`src/rtl/otter_pipe_pkg.sv`:
```
// Shared types for the OTTER 5-stage pipeline stall/flush control.
package otter_pipe_pkg;

    typedef enum logic [1:0] {
        RUN        = 2'd0,
        DMEM_WAIT  = 2'd1,
        REDIR_PEND = 2'd2
    } stall_state_t;

    localparam logic [31:0] NOP_INSTR = 32'h0000_0013;

    typedef struct packed {
        logic en;
        logic flush;
    } stage_ctrl_t;

    function automatic stage_ctrl_t stage_ctrl(input logic en, input logic flush);
        stage_ctrl_t c;
        c.en    = en;
        c.flush = flush;
        return c;
    endfunction

endpackage

```
`src/rtl/pipeline_stall_ctrl_sat_counter.sv`:
```
// Saturating up-counter with synchronous clear; holds at all-ones instead of wrapping.
module sat_counter #(
    parameter int CNT_W = 32
) (
    input  logic             clk,
    input  logic             rst,
    input  logic             inc,
    input  logic             clr,
    output logic [CNT_W-1:0] cnt
);

    logic [CNT_W-1:0] cnt_q;
    logic [CNT_W-1:0] cnt_d;

    always_comb begin
        cnt_d = cnt_q;
        if (clr) begin
            cnt_d = '0;
        end else if (inc && !(&cnt_q)) begin
            cnt_d = cnt_q + 1'b1;
        end
    end

    always_ff @(posedge clk or posedge rst) begin
        if (rst) begin
            cnt_q <= '0;
        end else begin
            cnt_q <= cnt_d;
        end
    end

    assign cnt = cnt_q;

endmodule

```
`src/rtl/pipeline_stall_ctrl.sv`:
```
// OTTER pipeline stall/flush consumer: decodes hazard, redirect and memory handshakes
// into PC/pipeline-register controls, buffering a redirect that meets a busy IMEM.
module pipeline_stall_ctrl
    import otter_pipe_pkg::*;
#(
    parameter int CNT_W = 32,
    parameter int XLEN  = 32
) (
    input  logic             clk,
    input  logic             rst,
    input  logic             if_stall,
    input  logic             id_stall,
    input  logic             redirect_valid,
    input  logic [XLEN-1:0]  redirect_pc,
    input  logic             imem_ready,
    input  logic             dmem_ready,
    output logic             pc_we,
    output logic             pc_sel_redir,
    output logic [XLEN-1:0]  pc_redir,
    output logic             if_id_en,
    output logic             if_id_flush,
    output logic             id_ex_en,
    output logic             id_ex_flush,
    output logic             ex_mem_en,
    output logic             mem_wb_bubble,
    output logic [CNT_W-1:0] stall_cnt,
    output logic [CNT_W-1:0] flush_cnt
);

    stall_state_t    state_q, state_d;
    stall_state_t    ret_q, ret_d;
    stall_state_t    eff_state;
    logic [XLEN-1:0] pend_pc_q, pend_pc_d;
    logic            pending;
    logic            redir_applied;
    stage_ctrl_t     if_id_c, id_ex_c;

    // DMEM_WAIT behaves as the state it froze, so release costs no extra cycle.
    always_comb begin
        eff_state     = (state_q == DMEM_WAIT) ? ret_q : state_q;
        pending       = (eff_state == REDIR_PEND);
        state_d       = eff_state;
        ret_d         = ret_q;
        pend_pc_d     = pend_pc_q;
        pc_we         = 1'b1;
        pc_sel_redir  = 1'b0;
        pc_redir      = (pending && !(redirect_valid && dmem_ready)) ? pend_pc_q : redirect_pc;
        if_id_c       = stage_ctrl(1'b1, 1'b0);
        id_ex_c       = stage_ctrl(1'b1, 1'b0);
        ex_mem_en     = 1'b1;
        mem_wb_bubble = 1'b0;
        redir_applied = 1'b0;

        if (!dmem_ready) begin
            pc_we         = 1'b0;
            if_id_c       = stage_ctrl(1'b0, 1'b0);
            id_ex_c       = stage_ctrl(1'b0, 1'b0);
            ex_mem_en     = 1'b0;
            mem_wb_bubble = 1'b1;
            state_d       = DMEM_WAIT;
            ret_d         = eff_state;
        end else if (redirect_valid) begin
            if_id_c.flush = 1'b1;
            id_ex_c.flush = 1'b1;
            if (imem_ready) begin
                pc_sel_redir  = 1'b1;
                redir_applied = 1'b1;
                state_d       = RUN;
            end else begin
                pc_we     = 1'b0;
                pend_pc_d = redirect_pc;
                state_d   = REDIR_PEND;
            end
        end else if (pending && imem_ready) begin
            pc_sel_redir  = 1'b1;
            if_id_c.flush = 1'b1;
            redir_applied = 1'b1;
            state_d       = RUN;
        end else if (if_stall || id_stall) begin
            pc_we         = 1'b0;
            if_id_c.en    = 1'b0;
            id_ex_c.flush = 1'b1;
        end else if (!imem_ready) begin
            pc_we         = 1'b0;
            if_id_c.flush = 1'b1;
        end
    end

    always_ff @(posedge clk or posedge rst) begin
        if (rst) begin
            state_q   <= RUN;
            ret_q     <= RUN;
            pend_pc_q <= '0;
        end else begin
            state_q   <= state_d;
            ret_q     <= ret_d;
            pend_pc_q <= pend_pc_d;
        end
    end

    assign if_id_en    = if_id_c.en;
    assign if_id_flush = if_id_c.flush;
    assign id_ex_en    = id_ex_c.en;
    assign id_ex_flush = id_ex_c.flush;

    sat_counter #(.CNT_W(CNT_W)) u_stall_cnt (
        .clk (clk),
        .rst (rst),
        .inc (!pc_we),
        .clr (1'b0),
        .cnt (stall_cnt)
    );

    sat_counter #(.CNT_W(CNT_W)) u_flush_cnt (
        .clk (clk),
        .rst (rst),
        .inc (redir_applied),
        .clr (1'b0),
        .cnt (flush_cnt)
    );

endmodule

```
`config.mk`:
```
export PLATFORM = sky130hd
export DESIGN_NAME = pipeline_stall_ctrl
export DESIGN_NICKNAME = d
export VERILOG_FILES = /design/src/rtl/otter_pipe_pkg.sv /design/src/rtl/pipeline_stall_ctrl_sat_counter.sv /design/src/rtl/pipeline_stall_ctrl.sv
export SDC_FILE = /design/constraint.sdc
export NUM_CORES = 1
export LEC_CHECK = 0
export BUFFER_PORTS_ARGS = -buffer_cell sky130_fd_sc_hd__buf_4
export CAP_MARGIN = 20
export CORE_AREA = 2 2 113 115
export DETAILED_ROUTE_END_ITERATION = 8
export DIE_AREA = 0 0 115 117
export PLACE_DENSITY = 0.75
export SLEW_MARGIN = 10
export SYNTH_ARGS = -nofsm -noshare
export SYNTH_HDL_FRONTEND = slang
export SYNTH_SLANG_ARGS = --single-unit
```
`constraint.sdc`:
```
create_clock -name clk -period 5.73 [get_ports clk]
set_input_delay 1.146 -clock clk [delete_from_list [all_inputs] [get_ports clk]]
set_output_delay 1.146 -clock clk [all_outputs]
set_load 0.02 [all_outputs]
```
==> results.yml <==
status:
  outcome: "finished clean"
place:
  dpl_cell_area_um2: 6130
  place_hpwl_um: 8370
  routabilityCongestion: 0.822
  io_buffers: 142
sta:
  max_freq_mhz: 266
  setup_viol: 0
  hold_viol_final: 0
  min_period_ns: 3.76
  drv_slew: 0
  tightestPinTransition_ns: 0.873
  finClkSkew_ns: 0.00775
  finalCritPeriodShare: 0.656
  slew_headroom: 0.413
  rsz0062_at_grt: "no"
  setup-tns-final_ns: 0
die:
  start_util: 0.398
  die_h_um: 117
  rows: 41
  pin_count: 143
  die-width_um: 115
  die_area_um2: 13500
  core_area_um2: 12300
grt:
  grt_use_total: 0.171
  grt-ovfl-total: 0
  grt_pass1_wl_um: 18200
  grt_pass1_vias: 3697
  antenna_found_initial: 0
  grt_start_max_net_pins: 57
yosys:
  syn_avg_cell_area_um2: 11.6
  ys_ff_latch: 100
  ys_seq_area_frac: 0.511
  syn_nets: 462
  synth_cells: 421
  syn-cell-area_um2: 4900
  ys_warn_count: 0
  ys_types: 41
critical_path:
  critPathMaxStageDelay_ns: 0.40
  crit_type: "in -> out"
  endpoint_kind: "output pin"
  crit_fanout: 32
  cp_top_family: "buffers and inverters"
  arrival_ns: 2.61
  cp.required_ns: 4.58
  path_cells: "buf_4, clkinv_1, o21ai_2, buf_4, mux2_2, buf_4"
  path_common_cell: "buf_4"
  startpoint_type: "input pin"
  crit_buf_inv: 4
  critical-path-slowest-cell: "mux2_2"
cells_and_area:
  final_util: 0.518
  antenna-diode-count: 0
  final_common_cell: "buf_4"
  stdcell_area_um2: 6380
  area_delta_synth_final_pct: 30.4
  nets: 607
  layout_common_cells: "145 x buf_4, 100 x dfrtp_1, 67 x mux2_2"
  drive_gt1_frac: 0.434
clocking:
  cts_resized: 0
  cts_max_path_buffers: 2
  clk_latency_ns: 0.34
  cts_tree: "built"
  cts_max_level: 3
  post_cts_buffers: 0
  cts_made_buffers: 9
  clock-root-buffer: "clkbuf_16"
  cts_sinks: 100
  clk_pin_slew_worst_paths_ns: 0.07
  cts_hold_buf: 0
pwr:
  powerDensity_nw_per_um2: 306
  p_leak_nw: 2.94
  ir_worst_vdd_v: 0.000187
detailed_routing:
  drcViolationCount: 0
  wire_per_inst_um: 16.1
  drt-total-wl_um: 11600
  ant_nets: 0
  dr.pass1.iters: 4
  drt_iter0_drc: 206
  viasPerCell: 5.40
  num_vias: 3882
hold_path:
  hold_class: "reg -> reg"
run:
  drv_cap: 0
-- worst reg2reg max path, stage by stage, from the launching register on --
cell	delay, ns
dfrtp_1	0.45
nand4_1	0.23
nor3_1	0.49
nand4_1	0.58
nand2_1	0.32
mux2_2	0.35
-- registers in the layout (all words and copies together) (netlist names) --
| register | count |
|---|---|
| ret_q | 2 |
| pend_pc_q | 32 |
| state_q | 2 |
| u_stall_cnt.cnt | 32 |
| u_flush_cnt.cnt | 32 |
-- final cells by class --
class	count	area, µm²
clock buffers	9	225
clock inverters	5	31.3
fillers	1094	5930
inverters	8	32.5
multi-input cells	302	2310
flip-flops and latches	100	2500
well taps	150	188
repair buffers	145	1090
-- where the power goes --
part           internal [mW]  switching, mW  leakage, nW
Clock                  0.288          0.259        0.127
Combinational          0.251          0.258         1.55
Sequential             0.802         0.0970         1.27
-- cell usage after synthesis --
master	n	area, µm²
a31oi_1	1	6.26
and4_1	5	43.8
nor3_1	10	50.1
nand4b_1	1	8.76
o221a_2	1	11.3
and3_2	7	52.6
and4_2	1	10.0
mux2_2	67	754
buf_2	3	15.0
a21oi_1	6	30.0
or4_1	1	7.51
buf_1	2	7.51
nand4_1	36	225
nand2_1	28	105
clkinv_1	2	7.51
a211oi_2	1	12.5
xor2_1	15	131
a31o_2	2	17.5
a21o_1	1	7.51
dfrtp_1	100	2500
nand4_2	1	12.5
nor3_2	3	30.0
clkbuf_1	4	15.0
nor2_1	17	63.8
and3_1	14	87.6
and2_1	2	12.5
nor4_2	1	12.5
inv_1	6	22.5
nand2b_1	1	6.26
nand4bb_1	1	11.3
buf_4	2	15.0
nand3_1	23	115
xnor2_1	45	394
o211ai_1	1	7.51
or2_2	1	6.26
nor4_1	3	18.8
or4_4	1	11.3
ha_1	2	25.0
a41oi_1	1	8.76
o21ai_1	1	5.00
a311oi_1	1	8.76
-- metal layers --
layer,vias to the layer above,GRT usage,wire (µm)
met3,12,0.0304,700
met5,-,0,0
met2,123,0.283,5600
li1,1809,-,-
met4,0,0.0667,180
met1,1938,0.224,5080
-- path summary, 6_finish.rpt --
path / to / depth (start not counted) / slack (ns) / start
worst max-delay path: pc_redir[26] / 6 / 1.97 / dmem_ready
max in group asynchronous: pend_pc_q[29] / 3 / 3.75 / rst
min in group asynchronous: pend_pc_q[21] / 2 / 0.91 / rst
worst min register to register: pend_pc_q[14] / 1 / 0.50 / pend_pc_q[14]
worst min-delay path: pend_pc_q[14] / 1 / 0.50 / pend_pc_q[14]
worst max register to register: u_flush_cnt.cnt[1] / 5 / 3.20 / u_flush_cnt.cnt[14]
-- logic make-up after synthesis --
| logic type | Yosys count | share of synthesized area |
|---|---|---|
| multiplexers | 67 | 0.154 |
| XOR/XNOR | 60 | 0.107 |
| adder cells (fa/ha/maj) | 2 | 0.00511 |
| buffers and inverters | 19 | 0.0169 |
| flip-flops | 100 | 0.511 |
| AND/OR/NAND/NOR | 157 | 0.182 |
| AO/OA/AOI/OAI | 16 | 0.0235 |
-- metrics by stage --
| step | power, mW | hold slack, ns | setup slack, ns | std cells |
|---|---|---|---|---|
| 2_1_floorplan | 1.21 | 0.475 | 1.97 | 421 |
| 3_3_place_gp | 1.41 | 0.483 | 2.03 | 705 |
| 3_5_place_dp | 1.43 | 0.490 | 1.97 | 705 |
| 4_1_cts | 1.98 | 0.507 | 1.97 | 719 |
| 5_1_grt | 2.06 | 0.519 | 1.87 | 719 |
| 6_report | 1.95 | 0.503 | 1.97 | 719 |
Power figures use the tool's default switching activity.
